[src/rtl/div_issue_ctrl_pkg.sv]
// Shared encodings for the divide issue controller: op codes, FSM states, default width.
package div_issue_ctrl_pkg;

   localparam int unsigned DATAWIDTH_DEF = 32;
   localparam int unsigned RD_W          = 5;

   typedef enum logic [1:0] {
      OP_DIV  = 2'b00,
      OP_DIVU = 2'b01,
      OP_REM  = 2'b10,
      OP_REMU = 2'b11
   } div_op_e;

   typedef enum logic [1:0] {
      IDLE = 2'b00,
      RUN  = 2'b01,
      KILL = 2'b10,
      DONE = 2'b11
   } state_e;

endpackage

[src/rtl/div_special_case.sv]
// Detects ops the divider must not see (zero divisor, signed MIN/-1) and supplies their result.
module div_special_case
   import div_issue_ctrl_pkg::*;
#(
   parameter int unsigned DATAWIDTH = DATAWIDTH_DEF
) (
   input  logic [1:0]           op,
   input  logic [DATAWIDTH-1:0] rs1,
   input  logic [DATAWIDTH-1:0] rs2,
   output logic                 is_special_c,
   output logic [DATAWIDTH-1:0] result_c
);

   localparam logic [DATAWIDTH-1:0] MIN_VAL = {1'b1, {(DATAWIDTH-1){1'b0}}};

   logic zero_div;
   logic sgn_ovf;

   always_comb begin
      zero_div     = (rs2 == '0);
      sgn_ovf      = !op[0] && (rs1 == MIN_VAL) && (rs2 == '1);
      is_special_c = zero_div || sgn_ovf;
      result_c     = '0;
      // op[1] selects the remainder flavour
      if (zero_div) begin
         result_c = op[1] ? rs1 : '1;
      end else if (sgn_ovf) begin
         result_c = op[1] ? '0 : MIN_VAL;
      end
   end

endmodule

[src/rtl/div_issue_ctrl.sv]
// Issue/sequencing stage in front of the iterative divider.
// Optional result cache for repeated operands is built when DIV_REUSE_EN is defined.
module div_issue_ctrl
   import div_issue_ctrl_pkg::*;
#(
   parameter int unsigned DATAWIDTH = DATAWIDTH_DEF,
   parameter int unsigned TIMEOUT   = 64
) (
   input  logic                 clk,
   input  logic                 rst_n,
   input  logic                 ex_valid,
   output logic                 ex_ready,
   input  logic [1:0]           ex_op,
   input  logic [DATAWIDTH-1:0] ex_rs1,
   input  logic [DATAWIDTH-1:0] ex_rs2,
   input  logic [4:0]           ex_rd,
   input  logic                 flush,
   output logic                 div_en,
   output logic                 div_unsigned,
   output logic [DATAWIDTH-1:0] div_dividend,
   output logic [DATAWIDTH-1:0] div_divisor,
   input  logic [DATAWIDTH-1:0] div_quotient,
   input  logic [DATAWIDTH-1:0] div_remainder,
   input  logic                 div_end,
   output logic                 wb_valid,
   input  logic                 wb_ready,
   output logic [4:0]           wb_rd,
   output logic [DATAWIDTH-1:0] wb_data,
   output logic                 err_timeout
);

   localparam int unsigned       CNT_W   = $clog2(TIMEOUT + 1);
   localparam logic [CNT_W-1:0]  CNT_MAX = CNT_W'(TIMEOUT);

   state_e                 state_q, state_d;
   logic                   is_rem_q, is_rem_d;
   logic                   uns_q, uns_d;
   logic [DATAWIDTH-1:0]   rs1_q, rs1_d;
   logic [DATAWIDTH-1:0]   rs2_q, rs2_d;
   logic [RD_W-1:0]        rd_q, rd_d;
   logic [DATAWIDTH-1:0]   wb_data_q, wb_data_d;
   logic [CNT_W-1:0]       cnt_q, cnt_d;
   logic                   err_q, err_d;
   logic                   div_en_q, div_en_d;
   logic                   wb_valid_q, wb_valid_d;
   logic                   ex_ready_q, ex_ready_d;

   logic                   accept;
   logic                   tmo_fire;
   logic [CNT_W-1:0]       cnt_inc;
   logic                   spec_c;
   logic [DATAWIDTH-1:0]   spec_result_c;
   logic                   cache_hit_c;
   logic [DATAWIDTH-1:0]   cache_data_c;

   div_special_case #(.DATAWIDTH(DATAWIDTH)) u_special (
      .op          (ex_op),
      .rs1         (ex_rs1),
      .rs2         (ex_rs2),
      .is_special_c(spec_c),
      .result_c    (spec_result_c)
   );

   assign accept  = ex_valid && ex_ready_q;
   assign cnt_inc = (cnt_q == CNT_MAX) ? cnt_q : cnt_q + CNT_W'(1);

   // Next state and registered-output decode
   always_comb begin
      state_d   = state_q;
      is_rem_d  = is_rem_q;
      uns_d     = uns_q;
      rs1_d     = rs1_q;
      rs2_d     = rs2_q;
      rd_d      = rd_q;
      wb_data_d = wb_data_q;
      cnt_d     = cnt_q;
      err_d     = err_q;
      tmo_fire  = 1'b0;

      unique case (state_q)
         IDLE: begin
            if (accept) begin
               is_rem_d = ex_op[1];
               uns_d    = ex_op[0];
               rs1_d    = ex_rs1;
               rs2_d    = ex_rs2;
               rd_d     = ex_rd;
               cnt_d    = '0;
               if (spec_c) begin
                  wb_data_d = spec_result_c;
                  state_d   = DONE;
               end else if (cache_hit_c) begin
                  wb_data_d = cache_data_c;
                  state_d   = DONE;
               end else begin
                  state_d   = RUN;
               end
            end
         end
         RUN: begin
            cnt_d = cnt_inc;
            if (div_end) begin
               // a flush racing the completion discards the result
               if (flush) begin
                  state_d = IDLE;
               end else begin
                  wb_data_d = is_rem_q ? div_remainder : div_quotient;
                  state_d   = DONE;
               end
            end else if (flush) begin
               state_d = KILL;
            end else if (cnt_inc == CNT_MAX) begin
               tmo_fire = 1'b1;
            end
         end
         KILL: begin
            cnt_d = cnt_inc;
            if (div_end) begin
               state_d = IDLE;
            end else if (cnt_inc == CNT_MAX) begin
               tmo_fire = 1'b1;
            end
         end
         DONE: begin
            if (flush || wb_ready) begin
               state_d = IDLE;
            end
         end
         default: state_d = IDLE;
      endcase

      if (tmo_fire) begin
         err_d     = 1'b1;
         wb_data_d = '0;
         state_d   = DONE;
      end

      div_en_d   = (state_d == RUN) || (state_d == KILL);
      wb_valid_d = (state_d == DONE);
      ex_ready_d = (state_d == IDLE);
   end

   always_ff @(posedge clk or negedge rst_n) begin
      if (!rst_n) begin
         state_q    <= IDLE;
         is_rem_q   <= 1'b0;
         uns_q      <= 1'b0;
         rs1_q      <= '0;
         rs2_q      <= '0;
         rd_q       <= '0;
         wb_data_q  <= '0;
         cnt_q      <= '0;
         err_q      <= 1'b0;
         div_en_q   <= 1'b0;
         wb_valid_q <= 1'b0;
         ex_ready_q <= 1'b1;
      end else begin
         state_q    <= state_d;
         is_rem_q   <= is_rem_d;
         uns_q      <= uns_d;
         rs1_q      <= rs1_d;
         rs2_q      <= rs2_d;
         rd_q       <= rd_d;
         wb_data_q  <= wb_data_d;
         cnt_q      <= cnt_d;
         err_q      <= err_d;
         div_en_q   <= div_en_d;
         wb_valid_q <= wb_valid_d;
         ex_ready_q <= ex_ready_d;
      end
   end

`ifdef DIV_REUSE_EN
   logic                 cache_vld_q, cache_vld_d;
   logic [DATAWIDTH-1:0] cache_a_q, cache_a_d;
   logic [DATAWIDTH-1:0] cache_b_q, cache_b_d;
   logic                 cache_uns_q, cache_uns_d;
   logic [DATAWIDTH-1:0] cache_quo_q, cache_quo_d;
   logic [DATAWIDTH-1:0] cache_rem_q, cache_rem_d;

   // Remember the last divider run that actually delivered a result
   always_comb begin
      cache_vld_d  = cache_vld_q;
      cache_a_d    = cache_a_q;
      cache_b_d    = cache_b_q;
      cache_uns_d  = cache_uns_q;
      cache_quo_d  = cache_quo_q;
      cache_rem_d  = cache_rem_q;
      if (tmo_fire) begin
         cache_vld_d = 1'b0;
      end else if ((state_q == RUN) && div_end && !flush) begin
         cache_vld_d = 1'b1;
         cache_a_d   = rs1_q;
         cache_b_d   = rs2_q;
         cache_uns_d = uns_q;
         cache_quo_d = div_quotient;
         cache_rem_d = div_remainder;
      end
      cache_hit_c  = cache_vld_q && (ex_rs1 == cache_a_q) && (ex_rs2 == cache_b_q)
                     && (ex_op[0] == cache_uns_q);
      cache_data_c = ex_op[1] ? cache_rem_q : cache_quo_q;
   end

   always_ff @(posedge clk or negedge rst_n) begin
      if (!rst_n) begin
         cache_vld_q <= 1'b0;
         cache_a_q   <= '0;
         cache_b_q   <= '0;
         cache_uns_q <= 1'b0;
         cache_quo_q <= '0;
         cache_rem_q <= '0;
      end else begin
         cache_vld_q <= cache_vld_d;
         cache_a_q   <= cache_a_d;
         cache_b_q   <= cache_b_d;
         cache_uns_q <= cache_uns_d;
         cache_quo_q <= cache_quo_d;
         cache_rem_q <= cache_rem_d;
      end
   end
`else
   assign cache_hit_c  = 1'b0;
   assign cache_data_c = '0;
`endif

   assign ex_ready     = ex_ready_q;
   assign div_en       = div_en_q;
   assign div_unsigned = uns_q;
   assign div_dividend = rs1_q;
   assign div_divisor  = rs2_q;
   assign wb_valid     = wb_valid_q;
   assign wb_rd        = rd_q;
   assign wb_data      = wb_data_q;
   assign err_timeout  = err_q;

endmodule

[config.mk]
export PLATFORM = sky130hd
export DESIGN_NAME = div_issue_ctrl
export DESIGN_NICKNAME = d
export VERILOG_FILES = /design/src/rtl/div_issue_ctrl_pkg.sv /design/src/rtl/div_special_case.sv /design/src/rtl/div_issue_ctrl.sv
export SDC_FILE = /design/constraint.sdc
export NUM_CORES = 1
export LEC_CHECK = 0
export CELL_PAD_IN_SITES_DETAIL_PLACEMENT = 1
export CELL_PAD_IN_SITES_GLOBAL_PLACEMENT = 2
export CORE_MARGIN = 1
export CORE_UTILIZATION = 28
export DETAILED_ROUTE_END_ITERATION = 6
export PLACE_DENSITY = 0.88
export SLEW_MARGIN = 20
export SYNTH_ARGS = -nofsm -noshare
export SYNTH_HDL_FRONTEND = slang
export SYNTH_SLANG_ARGS = --single-unit
[constraint.sdc]
create_clock -name clk -period 4.8 [get_ports clk]
set_clock_uncertainty 0.1 [all_clocks]
set_input_delay 0.48 -clock clk [delete_from_list [all_inputs] [get_ports clk]]
set_output_delay 0.48 -clock clk [all_outputs]
set_load 0.05 [all_outputs]
==> impl_metrics.toml <==
[floorplanning]
start_util_pct = 28.7
die_y_um = 149
die_x_um = 149
row_count = 53
pin_count = 247
dieArea_sq_um = 22200
fp.coreArea_sq_um = 21100

[global_routing]
overflow = 0
first_global_vias = 5603
track_usage_pct = 19.7
grt_max_degree = 56
antenna_found_initial = 0
grt_pass1_wl_um = 32900

[setup_path]
crit_slowest_cell = "clkdlybuf4s50_1"
crit_required_ns = 5.02
worstPathMaxFanout = 47
worstSetupEndpointType = "register"
path_class = "in -> reg"
cp.arrival_ns = 3.62
max_stage_delay_ns = 0.62
r2r_cells = 9
crit_path_start_kind = "primary input"
crit_chain = "clkdlybuf4s50_1 -> or4b_1 -> nor4_1 -> nand4_1 -> o31ai_4 -> buf_4 -> nor2_1 -> a211oi_2"
ff2ff_setup_slack_ns = 1.61

[finish]
fin_util_pct = 44.4
final_nets = 921
drive_gt1_share_pct = 23.1
stdcell_count = 1060
areaGrowthSynthToFinish_pct = 54.5
n_fill_cell = 2296
num_antenna_cells = 0

[routing]
viasPerCell = 4.94
route.detailed.drc = 0
drt_wl_total_um = 21100
drtPass1Iterations = 4
ant_nets = 0
first_iter_violations = 122
wl_per_cell_um = 19.9
vias = 5237

[timing]
fin_ws_ns = 1.40
rsz0062_at_grt = "no"
slew_violations = 0
finalCritPeriodShare_pct = 70.8
fmax_ghz = 0.294
finalSetupTns_ns = 0
finalSetupViolations = 0
worstMarginPinSlew_ns = 0.883
period_minus_slack_ns = 3.40
max_slew_margin_pct = 41.0
hold_viol = 0

[placement]
routabilityCongestion = 0.763
dpl.cell_count = 1028
pre_cts_slack_ns = 1.04
dp_hpwl_um = 15700
io_buffers = 246

[clock_tree]
htreeDepth = 4
clock_sink_count = 116
clk_latency_ns = 0.41
clock-root-buffer = "clkbuf_16"
ctsLongestPathBuffers = 2
cts-resized-gates = 0
cts_tree = "built"
holdBufCountCts = 0
cts.clk_slew.worst_paths_ns = 0.06
cts_made_buffers = 17
post_cts_buffers = 0

[synth]
syn-cell-area_sq_um = 6050
synth_warnings = 0
synth_ff_type = "dfrtp_1"
synth_edf_count = 0
syn_avg_cell_area_sq_um = 11.3
ys_seq_area_share_pct = 48.0
synthArstFlopShare_pct = 100
ys_types = 45
synthCells = 536
synth-seq-cells = 116
synthesis.nets = 685

[run]
cap_violations = 0

[power]
leakagePower_uw = 0.00359
cellPowerDensity_nw_per_um2 = 763
ir_drop_uv = 373

[hold_path]
hp-class = "in -> async"

[run_status]
status = "finished clean"
report_power, final:
part	internal, uW	switching [uW]
Sequential	1460	281
Clock	742	514
Combinational	1540	2590
Total	3750	3390
synthesized netlist by cell type, drive strengths merged, types with 8 or more instances:
master | instances | share of area, %
clkbuf | 29 | 1.8
a21oi | 36 | 3.0
nor2 | 38 | 2.4
nor2b | 33 | 3.4
o21ai | 8 | 0.66
inv | 10 | 0.62
nand2 | 13 | 0.81
nor4 | 14 | 1.7
buf | 9 | 1.1
nor3 | 33 | 2.7
ha | 8 | 1.7
mux2 | 103 | 19
dfrtp | 115 | 48
nand4 | 12 | 1.2
a211oi | 32 | 6.3
sequential cells by signal, summed over array words and instances (netlist names):
signal,flops
cnt_q,7
ex_ready,1
is_rem_q,1
div_unsigned,1
wb_rd,5
wb_data,32
state_q,2
div_en,1
err_timeout,1
div_divisor,32
wb_valid,1
div_dividend,32
path summary, 6_finish.rpt:
path	from	end
worst min register to register	err_timeout	err_timeout
max in group asynchronous	rst_n	div_dividend[25]
worst max-delay path	ex_rs2[31]	wb_data[0]
min in group clk	err_timeout	err_timeout
worst min-delay path	rst_n	div_dividend[10]
worst max register to register	state_q[1]	wb_data[0]
metrics by stage:
step	area [sq um]	power [uW]	hold slack, ns
after floorplan	6050	4460	0.0844
final	9350	7130	0.0109
after detailed placement	8770	5910	0.361
after global placement	8770	5850	0.352
after global routing	9350	7480	0.0620
after CTS	9350	7220	0.0429
cell type report:
cell class	instances	area [sq um]	share of cell area, %
sequential	116	2900	31.1
multi-input combinational	372	2960	31.6
tap	275	344	3.68
clock buffer	18	439	4.70
timing repair buffer	255	2530	27.0
clock inverter	14	145	1.55
inverter	10	37.5	0.401
cell families after synthesis:
family          share of synthesized area (%)
compound gates                           12.6
xor+xnor                                0.289
fa+ha+maj                                1.65
buf+inv                                  3.47
flops                                    48.0
mux                                      19.3
simple gates                             14.7
cell usage in the layout (no fill, tap or decap), types with 13 or more instances in the layout:
| cell | n |
|---|---|
| nor3_1 | 33 |
| clkbuf_16 | 17 |
| dfrtp_1 | 115 |
| clkdlybuf4s50_1 | 245 |
| nor2_1 | 38 |
| nand2_1 | 13 |
| mux2_2 | 103 |
| a21oi_1 | 36 |
| nor2b_1 | 33 |
| a211oi_2 | 28 |
| nor4_1 | 13 |
worst max-delay path: cells and delay by family:
family	cells	cell delay [ns]
AO/OA/AOI/OAI	2	0.50
buffers and inverters	2	1.13
AND/OR/NAND/NOR	4	1.49
layer usage:
metal  part of all wire [%]  GRT usage, %
met5                      0             0
met4                    1.1          5.56
met3                    8.5          6.94
met2                     49          32.9
met1                     42          23.9
Power figures use the tool's default switching activity.
